<file path="src/rtl/scaled_fb_fetch.sv">
// Frame-buffer prefetcher: reads source pixels, replicates them 2^HSCALE_LOG2 x 2^VSCALE_LOG2 into the pixel FIFO.
// Optional FB_FETCH_FRAME_SYNC_EN adds a frame_sync input that gates the start of every frame.
module scaled_fb_fetch #(
    parameter int                DATA_W      = 24,
    parameter int                ADDR_W      = 24,
    parameter int                SRC_W       = 80,
    parameter int                SRC_H       = 60,
    parameter int                HSCALE_LOG2 = 3,
    parameter int                VSCALE_LOG2 = 3,
    parameter logic [ADDR_W-1:0] FRAME_BASE  = '0
) (
    input  logic              clk,
    input  logic              rst,
    input  logic              en,
    output logic              mem_rd,
    output logic [ADDR_W-1:0] mem_addr,
    input  logic [DATA_W-1:0] mem_rdata,
    input  logic              fifo_full,
    output logic              fifo_wr,
    output logic [DATA_W-1:0] fifo_wdata,
    output logic              fifo_sof,
    output logic              fifo_eol
`ifdef FB_FETCH_FRAME_SYNC_EN
    ,
    input  logic              frame_sync
`endif
);

    localparam int XW = $clog2(SRC_W);
    localparam int YW = $clog2(SRC_H);
    localparam logic [XW-1:0]     X_LAST      = XW'(SRC_W - 1);
    localparam logic [YW-1:0]     Y_LAST      = YW'(SRC_H - 1);
    localparam logic [ADDR_W-1:0] LINE_STRIDE = ADDR_W'(SRC_W);

    typedef enum logic [1:0] {IDLE, FETCH, LATCH, EMIT} state_t;

    state_t                  state, state_next;
    logic [XW-1:0]           x;
    logic [YW-1:0]           y;
    logic [HSCALE_LOG2-1:0]  h_rep;
    logic [VSCALE_LOG2-1:0]  v_rep;
    logic [ADDR_W-1:0]       line_start;

    logic start, wrap;
    logic x_last, y_last, h_last, v_last, frame_last;

`ifdef FB_FETCH_FRAME_SYNC_EN
    assign start = en & frame_sync;
    assign wrap  = 1'b0;
`else
    assign start = en;
    assign wrap  = en;
`endif

    assign x_last     = (x == X_LAST);
    assign y_last     = (y == Y_LAST);
    assign h_last     = &h_rep;
    assign v_last     = &v_rep;
    assign frame_last = x_last & v_last & y_last;

    always_ff @(posedge clk or posedge rst) begin
        if (rst) state <= IDLE;
        else     state <= state_next;
    end

    // NOTE: every output is given a default first so no path through the case infers a latch.
    always_comb begin
        state_next = state;
        fifo_wr    = 1'b0;
        fifo_sof   = 1'b0;
        fifo_eol   = 1'b0;
        case (state)
            IDLE:  if (start) state_next = FETCH;
            FETCH: state_next = LATCH;
            LATCH: state_next = EMIT;
            EMIT: begin
                fifo_wr = ~fifo_full;
                if (fifo_wr && h_last) begin
                    if (frame_last) state_next = wrap ? FETCH : IDLE;
                    else            state_next = FETCH;
                end
            end
            default: state_next = IDLE;
        endcase
        fifo_sof = fifo_wr && x == '0 && y == '0 && v_rep == '0 && h_rep == '0;
        fifo_eol = fifo_wr && x_last && h_last;
    end

    // NOTE: sequential state uses non-blocking assignments so every register sees pre-edge values.
    always_ff @(posedge clk or posedge rst) begin
        if (rst) begin
            mem_rd     <= 1'b0;
            mem_addr   <= FRAME_BASE;
            line_start <= FRAME_BASE;
            fifo_wdata <= '0;
            x          <= '0;
            y          <= '0;
            h_rep      <= '0;
            v_rep      <= '0;
        end else begin
            // Registered strobe that is high exactly while the FSM sits in FETCH.
            mem_rd <= (state_next == FETCH);

            if (state == LATCH) fifo_wdata <= mem_rdata;

            if (fifo_wr) begin
                h_rep <= h_rep + HSCALE_LOG2'(1);
                if (h_last) begin
                    if (!x_last) begin
                        x        <= x + XW'(1);
                        mem_addr <= mem_addr + ADDR_W'(1);
                    end else begin
                        x <= '0;
                        if (!v_last) begin
                            v_rep    <= v_rep + VSCALE_LOG2'(1);
                            mem_addr <= line_start;
                        end else begin
                            v_rep <= '0;
                            if (y_last) begin
                                y          <= '0;
                                line_start <= FRAME_BASE;
                                mem_addr   <= FRAME_BASE;
                            end else begin
                                y          <= y + YW'(1);
                                line_start <= line_start + LINE_STRIDE;
                                mem_addr   <= line_start + LINE_STRIDE;
                            end
                        end
                    end
                end
            end
        end
    end

endmodule

</file>
<file path="config.mk">
export PLATFORM = sky130hd
export DESIGN_NAME = scaled_fb_fetch
export DESIGN_NICKNAME = d
export VERILOG_FILES = /design/src/rtl/scaled_fb_fetch.sv
export SDC_FILE = /design/constraint.sdc
export NUM_CORES = 1
export LEC_CHECK = 0
export ABC_CLOCK_PERIOD_IN_PS = 5100
export CORE_UTILIZATION = 58
export DETAILED_ROUTE_END_ITERATION = 6
export HOLD_SLACK_MARGIN = 0.05
export PLACE_DENSITY_LB_ADDON = 0.25
export SYNTH_ARGS = -nofsm -noshare
export SYNTH_HDL_FRONTEND = slang
export SYNTH_SLANG_ARGS = --single-unit
</file>
<file path="constraint.sdc">
create_clock -name clk -period 5.1 [get_ports clk]
set_clock_uncertainty 0.05 [all_clocks]
set_input_delay 1.02 -clock clk [delete_from_list [all_inputs] [get_ports clk]]
set_output_delay 1.02 -clock clk [all_outputs]
set_load 0.005 [all_outputs]
</file>
; ---- Word level (Yosys, flattened, before mapping)
; Cells that the tools add are included.
; W data, S select, Z words.
[totals]
register_bits = 94
in_bits = 28
output_inout_bits = 52
elab_cells = 53
[classes]
add_sub_neg = 6
n_eq_ne = 6
n_mux = 12
bitwise = 3
reduce_logical = 17
[op_table]
columns = cell, n
row1 = $mux W24, 3
row2 = $add A24 B1 Y24 const B, 1
row3 = $add A24 B7 Y24 const B, 1
row4 = $pmux W2 S4, 1
row5 = $reduce_and A8 Y1, 1
row6 = $add A7 B1 Y7 const B, 1
row7 = $eq A7 B7 Y1 const B, 1
row8 = $logic_and A1 B1 Y1, 7
row9 = $logic_not A7 Y1, 1
row10 = $mux W7, 1
row11 = $add A3 B1 Y3 const B, 2
row12 = $add A6 B1 Y6 const B, 1
row13 = $eq A6 B6 Y1 const B, 1
row14 = $logic_not A3 Y1, 2
row15 = $logic_not A6 Y1, 1
row16 = $mux W6, 1
row17 = $reduce_and A3 Y1, 2
row18 = $reduce_and A5 Y1, 1
row19 = $eq A2 B1 Y1 const B, 2
row20 = $eq A2 B2 Y1 const B, 2
row21 = $mux W2, 2
row22 = $reduce_and A4 Y1, 1
row23 = $mux W1, 3
row24 = $mux W3, 1
row25 = 3 further kinds, 4

; ---- Logic depth before layout (Yosys ltp)
; Gate-level depths: netlist of the first run.
[depth]
depth_word = 7
depth_mapped = 10

; ---- Worst setup path before layout of the first run
; No wires, ideal clock.
[synth_timing]
path_type = input to output
startpoint = input port fifo_full
endpoint = output port fifo_eol
arrival_ns = 1.848
slack_ns = 2.182
cell_stages = 4
path_buffers = 1
cell_sequence = nand3b_1 > inv_1 > clkbuf_1 > and3_1
[synth_via]
elab_chain_cells = 4
[synth_lines]
columns = element, line_no
row1 = "start, declared", 18  ; input logic fifo_full,
row2 = $not A1 Y1, 77  ; fifo_wr = ~fifo_full;
row3 = $mux W1, 72  ; case (state)
row4 = net fifo_wr, 19  ; output logic fifo_wr,
row5 = $logic_and A1 B1 Y1 (2 in a row), 86  ; fifo_eol = fifo_wr && x_last && h_last;
row6 = "end, declared", 22  ; output logic fifo_eol
; The timed path passes the listed nets, and every way through them passes these cells.

; ---- Final worst setup path of the first run
[layout_timing]
startpoint = input port fifo_full
endpoint = output port fifo_eol
[layout_via]
elab_chain_cells = 4
[layout_lines]
columns = element, line_no
row1 = $not A1 Y1, 77
row2 = $mux W1, 72
row3 = $logic_and A1 B1 Y1 (2 in a row), 86
; No other way between the ends.

==> impl_metrics.tcl, run 1 <==
set metrics [dict create \
    leakagePower_nw 2.40 \
    cts_inserted_buffers 9 \
    crit_chain "clkdlybuf4s50_1 > nand3b_1 > inv_1 > and3_1 > clkdlybuf4s50_1" \
    drive_gt1_share_pct 8.83 \
    ys.warnings.count 0 \
    endpoint_kind "primary output" \
    cts_resized 0 \
    clkLatencyLatePin_ns 0.37 \
    io_pins 80 \
    dieArea_um2 8570 \
    cp.arrival_ns 2.76 \
    setup-tns-final_ns 0 \
    syn_area_um2 4760 \
    crit_required_ns 4.03 \
    cts_tree "done" \
    fmax_ghz 0.261 \
    finalHoldViolations 0 \
    rows 32 \
    relSlewSlack_pct 23.0 \
    cts.hold.buffers_added 0 \
    area.sequential_um2 2350 \
    setup_viol 0 \
    dr.pass1.iters 5 \
    cp_common_cell "clkdlybuf4s50_1" \
    clock-root-buffer "clkbuf_8" \
    start_util_pct 60.6 \
    critPathKind "primary input to primary output" \
    wirelength_um 11700 \
    critical_path_buf_inv_count 3 \
    multi_input_comb_area_um2 2270 \
    slowest_delay_ns 0.49 \
    grt_antenna_before_repair 0 \
    wl_per_cell_um 17.6 \
    gr-max-usage-layer "met2" \
    first_iter_violations 363 \
    rsz0062_at_grt "no" \
    grt_max_degree 59 \
    postSynthAreaPerCell_um2 9.81 \
    antenna_cells 0 \
    finalCritPeriodShare_pct 75.0 \
    cap_violations 0 \
    clk_pin_slew_ns 0.08 \
    synth_cell_types 49 \
    area_growth_syn_to_layout_pct 22.7 \
    hold_path.class "flip-flop to flip-flop" \
    path_max_fanout 11 \
    synth-async-reset-ratio_pct 100 \
    hpwlAfterDp_um 8030 \
    htreeDepth 3 \
    port-buffer-count 79 \
    nNetsFinal 601 \
    status "complete, no violations" \
    clock_path_buffers 2 \
    finalPower_mw 2.01 \
    vdd_drop_max_mv 0.145 \
    final_antenna_net_count 0 \
    drc 0 \
    cpLargestDelayFamily "buffers and inverters" \
    worst_pin_slew_ns 1.15 \
    grt_use_met3_pct 4.02 \
    power_per_cell_area_nw_per_um2 345 \
    drv_slew 0 \
    slowest_stage "clkdlybuf4s50_1" \
    synthCells 485 \
    core-area_um2 7850 \
    grt_pass1_wl_um 18900 \
    synth_nets 525 \
    start_kind "primary input" \
    die_w_um 92.6 \
    grt_overflow 0 \
    gr-usage-met2_pct 44.3 \
    via_per_inst 6.08 \
    final.min_clock_period_ns 3.83 \
    met1_usage_pct 40.5 \
    routabilityCongestion 0.882 \
    post_cts_buffers 0 \
    grt.total_usage_pct 28.5 \
    synth-edff-count 0 \
    grt_pass1_vias 3688 \
    die_height_um 92.6 \
    synth-seq-cells 94 \
    synth_flop_cell "dfrtp_1" \
    yosysSeqAreaShare_pct 49.4 \
    fill_cells 555 \
    num_vias 4061 \
    cts_sinks 94 \
]
-- final cells by class --
type | count | share of cell area (%)
Multi-Input combinational cell | 356 | 38.9
Tap cell | 102 | 2.19
Inverter | 17 | 1.11
Sequential cell | 94 | 40.3
Timing Repair Buffer | 83 | 14.1
Clock buffer | 11 | 2.42
Clock inverter | 5 | 1.01
-- final timing paths --
kind                       slack (ns)                   endpoint                       from  cells after the start
max                              1.27                   fifo_eol                  fifo_full                      5
min                              0.45  line_start[1]$_DFFE_PP0P_  line_start[1]$_DFFE_PP0P_                      1
max reg2reg                      2.47    mem_addr[6]$_DFFE_PP0P_           x[5]$_DFFE_PP0P_                      5
min reg2reg                      0.45  line_start[1]$_DFFE_PP0P_  line_start[1]$_DFFE_PP0P_                      1
max in group asynchronous        2.85    mem_addr[5]$_DFFE_PP0P_                        rst                      3
min in group asynchronous        0.98  fifo_wdata[9]$_DFFE_PP0P_                        rst                      2
-- placed cells by master (no fill, tap or decap), types with 11 or more instances in the layout --
cell type	Yosys	layout
a21oi_1	16	16
and3_1	12	12
clkdlybuf4s50_1	0	79
dfrtp_1	94	94
ha_1	12	12
inv_1	17	16
mux2_2	24	24
nand2_1	53	53
nand3_1	30	30
nand4_1	19	19
nor2_1	28	28
o21ai_0	40	40
o22ai_1	11	11
xnor2_1	11	11
xor2_1	21	21
-- routing by layer --
layer / up-vias / wire length, um
met4: 0 / 222
met5: - / 0
met2: 193 / 5520
li1: 1908 / -
met3: 20 / 840
met1: 1940 / 5150
-- power by group --
part           internal (mW)  switching [mW]  leakage, nW
registers              0.881           0.103         1.21
clock network          0.240           0.266       0.0955
logic                  0.333           0.191         1.09
-- metrics by stage --
| step | instance area (um^2) | utilization [%] | cells | setup WS (ns) | hold WS [ns] |
|---|---|---|---|---|---|
| 6_report | 5840 | 74.4 | 668 | 1.27 | 0.449 |
| 3_5_place_dp | 5640 | 71.8 | 652 | 1.28 | 0.424 |
| 3_3_place_gp | 5640 | 71.8 | 652 | 1.31 | 0.419 |
| 2_1_floorplan | 4760 | - | 485 | 1.58 | 0.403 |
| 4_1_cts | 5840 | 74.4 | 668 | 1.28 | 0.444 |
| 5_1_grt | 5840 | 74.4 | 668 | 1.14 | 0.452 |
-- state kept, by name (all words and copies together) (netlist names) --
name        cells
fifo_wdata     24
h_rep           3
line_start     24
mem_addr       24
mem_rd          1
state           2
v_rep           3
x               7
y               6
-- logic make-up after synthesis --
group	synth area share, %
AOI/OAI and AO/OA	12.4
xor gates and xnor gates	5.89
adders and majority gates	3.16
buffers and inverters	3.02
DFF	49.4
muxes	6.10
and+or+nand+nor	19.9
-- cell usage after synthesis (2+ instances only) --
library cell	instances	share of area, %
ha_1	12	3.2
clkbuf_1	13	1.0
and3_1	12	1.6
nor4b_1	2	0.37
nor3_1	6	0.63
inv_1	17	1.3
xnor2_1	11	2.0
o21ai_0	40	4.2
a21oi_1	16	1.7
a32oi_1	2	0.37
o31ai_1	5	0.79
o21ai_1	2	0.21
or4_1	2	0.32
buf_2	3	0.32
mux2i_1	2	0.42
mux2_2	24	5.7
or2_2	2	0.26
nor2b_1	2	0.26
o211ai_1	2	0.32
nand4_1	19	2.5
dfrtp_1	94	49
nand2_1	53	4.2
nand2b_1	3	0.39
xor2_1	21	3.9
and2_1	8	1.1
o22ai_1	11	1.4
nand3_1	30	3.2
nor2_1	28	2.2
a22o_1	2	0.37
and4_1	4	0.74
a22oi_1	3	0.47
or3_1	3	0.39
nor4_1	6	0.79
a31oi_1	10	1.3
Power figures use the tool's default switching activity.
==> inputs of run 2 (changes only) <==
--- a/config.mk
+++ b/config.mk
@@ -5,8 +5,8 @@
 export SDC_FILE = /design/constraint.sdc
 export NUM_CORES = 1
 export LEC_CHECK = 0
-export ABC_CLOCK_PERIOD_IN_PS = 5100
-export CORE_UTILIZATION = 58
+export ABC_CLOCK_PERIOD_IN_PS = 3460
+export CORE_UTILIZATION = 48
 export DETAILED_ROUTE_END_ITERATION = 6
 export HOLD_SLACK_MARGIN = 0.05
 export PLACE_DENSITY_LB_ADDON = 0.25
==> constraint.sdc (replaced) <==
create_clock -name clk -period 3.46 [get_ports clk]
set_clock_uncertainty 0.05 [all_clocks]
set_input_delay 0.692 -clock clk [delete_from_list [all_inputs] [get_ports clk]]
set_output_delay 0.692 -clock clk [all_outputs]
set_load 0.005 [all_outputs]
==> impl_metrics.tcl, run 2 (synthesis gave the netlist of run 1 again) <==
set metrics [dict create \
    path_max_fanout 7 \
    critPathKind "primary input to primary output" \
    topRoutingLayerUsed "met4" \
    fmax_ghz 0.321 \
    met1_length_um 5200 \
    wl_per_cell_um 16.2 \
    final_cell_count_no_fill 701 \
    area_growth_syn_to_layout_pct 25.0 \
    clock-root-buffer "clkbuf_8" \
    crit_required_ns 2.72 \
    cts_inserted_buffers 9 \
    setup-tns-final_ns 0 \
    drive_gt1_share_pct 9.97 \
    power_frac_seq_pct 48.4 \
    setup_viol 0 \
    p_int_mw 2.16 \
    post_cts_buffers 0 \
    slowest_stage "clkdlybuf4s50_1" \
    mostFrequentLayoutCells "94 x dfrtp_1, 79 x clkdlybuf4s50_1, 53 x nand2_1" \
    finalCritPeriodShare_pct 90.0 \
    io_pins 80 \
    start_kind "primary input" \
    post-place-ws_ns 0.367 \
    relSlewSlack_pct 23.1 \
    layout_commonest_cell "dfrtp_1" \
    grt_max_degree 56 \
    vdd_drop_max_mv 0.221 \
    clk_pin_slew_ns 0.09 \
    leakagePower_nw 2.44 \
    power_per_cell_area_nw_per_um2 498 \
    hpwlAfterDp_um 8190 \
    clkLatencyLatePin_ns 0.36 \
    slowest_delay_ns 0.51 \
    die_height_um 102 \
    cts_sinks 94 \
    dr.pass1.iters 5 \
    hold_path.class "flip-flop to flip-flop" \
    wl_met3_um 747 \
    pwr-share-clk_pct 25.6 \
    drc 0 \
    clock_path_buffers 2 \
    rows 35 \
    first_iter_violations 230 \
    final_antenna_net_count 0 \
    top_regs "fifo_wdata x24, line_start x24, mem_addr x24" \
    worst_pin_slew_ns 1.15 \
    cp.arrival_ns 2.37 \
    cp_common_cell "clkdlybuf4s50_1" \
    reg2reg_from "mem_addr[8]$_DFFE_PP0P_" \
    num_vias 4068 \
    htreeDepth 3 \
    grt_antenna_before_repair 0 \
    switching_share_pct 27.1 \
    antenna_cells 0 \
    grt.total_usage_pct 23.5 \
    die_w_um 102 \
    met2WireLength_um 5160 \
    routabilityCongestion 0.877 \
    drv_slew 0 \
    wirelength_um 11400 \
    grt_pass1_vias 3796 \
    power_frac_comb_pct 25.9 \
    start_util_pct 50.5 \
    endpoint_kind "primary output" \
    nNetsFinal 607 \
    cts_tree "done" \
    placedCellCount 685 \
    status "complete, no violations" \
    grt_overflow 0 \
    final.min_clock_period_ns 3.11 \
    timing.critical_path.from "fifo_full" \
    finalHoldViolations 0 \
    cap_violations 0 \
    dieArea_um2 10300 \
    via_per_inst 5.80 \
    cts.hold.buffers_added 0 \
    rsz0062_at_grt "no" \
    setup_slack_ns 0.346 \
    cts_resized 0 \
    min-delay-start "line_start[2]$_DFFE_PP0P_" \
    port-buffer-count 79 \
    core-area_um2 9420 \
    grt_pass1_wl_um 18800 \
    p_sw_uw 803 \
    crit_chain "clkdlybuf4s50_1 > nand3b_1 > inv_1 > and3_1 > clkdlybuf4s50_1" \
]
## run 2: layout make-up
class | instances | area (um^2)
Inverter | 17 | 65.1
Clock buffer | 10 | 138
Timing Repair Buffer | 89 | 891
Tap cell | 129 | 161
Sequential cell | 94 | 2350
Fill cell | 756 | 3470
Clock inverter | 6 | 68.8
Multi-Input combinational cell | 356 | 2270
## run 2: power by group through the flow
stage          registers [mW]  clock network, mW  logic (mW)
2_1_floorplan            1.45                  0       0.317
3_3_place_gp             1.44                  0       0.749
3_5_place_dp             1.46                  0       0.773
4_1_cts                  1.44              0.778       0.775
5_1_grt                  1.47              0.817       0.851
6_report                 1.43              0.759       0.767
## run 2: path summary, 6_finish.rpt
kind                                                    to  depth (start not counted)  slack (ns)
worst min register to register   line_start[2]$_DFFE_PP0P_                          1        0.45
min in group asynchronous       fifo_wdata[13]$_DFFE_PP0P_                          2        0.68
worst min-delay path             line_start[2]$_DFFE_PP0P_                          1        0.45
max in group asynchronous                 y[3]$_DFFE_PP0P_                          3        1.97
worst max-delay path                              fifo_eol                          5        0.35
worst max register to register    mem_addr[21]$_DFFE_PP0P_                          5        0.96
## run 2: stage by stage
step / hold WS, ns / area (um^2) / total power, mW / utilization, %
final: 0.452 / 5950 / 2.96 / 63.1
after global routing: 0.474 / 5950 / 3.13 / 63.1
after CTS: 0.450 / 5950 / 2.99 / 63.1
after detailed placement: 0.427 / 5740 / 2.23 / 61.0
after global placement: 0.419 / 5740 / 2.19 / 61.0
after floorplan: 0.403 / 4760 / 1.77 / -
## run 2: worst max-delay path, delay by kind of cell
kind,cells,cell delay (ns)
buffers and inverters,3,1.17
AND/OR/NAND/NOR,2,0.50
## run 2: metal layers
metal / vias up / GRT usage (%)
met5: - / 0
met4: 0 / 11.0
met3: 22 / 3.66
met2: 160 / 35.1
met1: 1974 / 33.5
li1: 1912 / -
==> inputs of run 3 (changes only) <==
--- a/config.mk
+++ b/config.mk
@@ -6,6 +6,7 @@
 export NUM_CORES = 1
 export LEC_CHECK = 0
 export ABC_CLOCK_PERIOD_IN_PS = 3460
+export CORE_ASPECT_RATIO = 1.75
 export CORE_UTILIZATION = 48
 export DETAILED_ROUTE_END_ITERATION = 6
 export HOLD_SLACK_MARGIN = 0.05
==> impl_metrics.tcl, run 3 (synthesis gave the netlist of run 1 again) <==
set metrics [dict create \
    start_util_pct 49.9 \
    rsz0062_at_grt "no" \
    slowest_stage "clkdlybuf4s50_1" \
    power_per_cell_area_nw_per_um2 529 \
    worst_pin_slew_ns 1.12 \
    rows 47 \
    routabilityCongestion 0.909 \
    htreeDepth 3 \
    clk_pin_slew_ns 0.06 \
    pwr-share-clk_pct 30.9 \
    timing.critical_path.from "fifo_full" \
    vdd_drop_max_mv 0.355 \
    grt_pass1_vias 4064 \
    r2r_cells 7 \
    grt_antenna_before_repair 0 \
    hpwlAfterDp_um 8820 \
    grt_max_degree 39 \
    drive_gt1_share_pct 10.4 \
    post-place-ws_ns 0.344 \
    placedCellCount 681 \
    power_frac_seq_pct 45.0 \
    layout_commonest_cell "dfrtp_1" \
    clock-root-buffer "clkbuf_16" \
    cts_sinks 94 \
    reg2reg_from "v_rep[0]$_DFFE_PP0P_" \
    min-delay-start "line_start[23]$_DFFE_PP0P_" \
    drc 0 \
    cts_tree "done" \
    grt_pass1_wl_um 19600 \
    switching_share_pct 25.7 \
    cpLargestDelayFamily "buffers and inverters" \
    num_vias 4086 \
    drv_slew 0 \
    p_sw_uw 820 \
    slowest_delay_ns 0.51 \
    wirelength_um 11900 \
    setup_viol 0 \
    port-buffer-count 79 \
    die_height_um 134 \
    critPathKind "primary input to primary output" \
    wl_per_cell_um 17.1 \
    fmax_ghz 0.322 \
    cts.hold.buffers_added 0 \
    critical_path_buf_inv_count 2 \
    finalCritPeriodShare_pct 89.8 \
    relSlewSlack_pct 25.2 \
    dr.pass1.iters 6 \
    finalPower_mw 3.20 \
    finalHoldViolations 0 \
    post_cts_buffers 0 \
    grt_overflow 0 \
    fill_cells 798 \
    core-area_um2 9530 \
    cts_resized 0 \
    setup_slack_ns 0.353 \
    multi_input_comb_area_um2 2270 \
    status "complete, no violations" \
    cp.arrival_ns 2.36 \
    area_growth_syn_to_layout_pct 27.0 \
    power_frac_comb_pct 24.2 \
    cp_num_cells 6 \
    io_pins 80 \
    antenna_cells 0 \
    endpoint_kind "primary output" \
    cts_inserted_buffers 9 \
    path_max_fanout 7 \
    final_cell_count_no_fill 697 \
    mostFrequentLayoutCells "94 x dfrtp_1, 79 x clkdlybuf4s50_1, 53 x nand2_1" \
    via_per_inst 5.86 \
    first_iter_violations 228 \
    hold_path.class "flip-flop to flip-flop" \
    grt.total_usage_pct 24.4 \
    top_regs "fifo_wdata x24, line_start x24, mem_addr x24" \
    area.sequential_um2 2350 \
    clkLatencyLatePin_ns 0.34 \
    min_path_cells 2 \
    clock_path_buffers 2 \
    setup-tns-final_ns 0 \
    leakagePower_nw 2.50 \
    crit_chain "clkdlybuf4s50_1 > nand3b_1 > nor2_1 > nand4_1 > nor2_1 > clkdlybuf4s50_1" \
    nNetsFinal 610 \
    die_w_um 77.3 \
    final_antenna_net_count 0 \
    ff2ff_setup_slack_ns 1.00 \
    start_kind "primary input" \
    crit_required_ns 2.72 \
    cap_violations 0 \
    dieArea_um2 10300 \
    final.min_clock_period_ns 3.11 \
    p_int_mw 2.38 \
]
==> run 3: changes by cell type in the layout (fill, tap and decap cells not counted), sizes merged <==
cell	change
buf	+3
clkinv	+2
inv	-2
==> run 3: metrics by stage <==
stage	util [%]	hold slack, ns	instance area (um^2)
final	63.4	0.454	6040
after global routing	63.4	0.476	6040
after CTS	63.4	0.458	6040
after detailed placement	60.3	0.444	5740
after global placement	60.3	0.437	5740
after floorplan	-	0.403	4760
==> run 3: power by group through the flow <==
| stage | combinational [mW] | sequential [mW] | clock, mW |
|---|---|---|---|
| detailed placement | 0.783 | 1.45 | 0 |
| global placement | 0.760 | 1.44 | 0 |
| floorplan | 0.317 | 1.45 | 0 |
| CTS | 0.787 | 1.43 | 1.00 |
| finish | 0.773 | 1.44 | 0.986 |
| global route | 0.836 | 1.47 | 1.05 |
==> run 3: worst paths after layout <==
path                                              end
min                        line_start[23]$_DFFE_PP0P_
min in group asynchronous   fifo_wdata[5]$_DFFE_PP0P_
max reg2reg                 line_start[9]$_DFFE_PP0P_
max in group asynchronous            y[4]$_DFFE_PP0P_
min reg2reg                line_start[23]$_DFFE_PP0P_
max                                          fifo_sof
==> run 3: layout make-up <==
| type | count | share of cell area [%] |
|---|---|---|
| Multi-Input combinational cell | 356 | 37.6 |
| Clock inverter | 6 | 1.01 |
| Sequential cell | 94 | 38.9 |
| Timing Repair Buffer | 92 | 14.9 |
| Inverter | 17 | 1.08 |
| Tap cell | 122 | 2.53 |
| Clock buffer | 10 | 3.96 |
==> run 3: metal layers <==
layer | vias up | track usage [%] | routed length, um
met1 | 1985 | 27.6 | 4550
met4 | 0 | 11.9 | 438
met2 | 152 | 43.8 | 6320
met5 | - | 0 | 0
met3 | 30 | 4.18 | 597
li1 | 1919 | - | -
==> run 3: worst reg2reg max path: cells and delay by family (launching register included) <==
kind	cells	cell delay (ns)
and+or+nand+nor	3	1.03
AOI/OAI and AO/OA	2	0.38
DFF	1	0.38
adders and majority gates	2	0.55
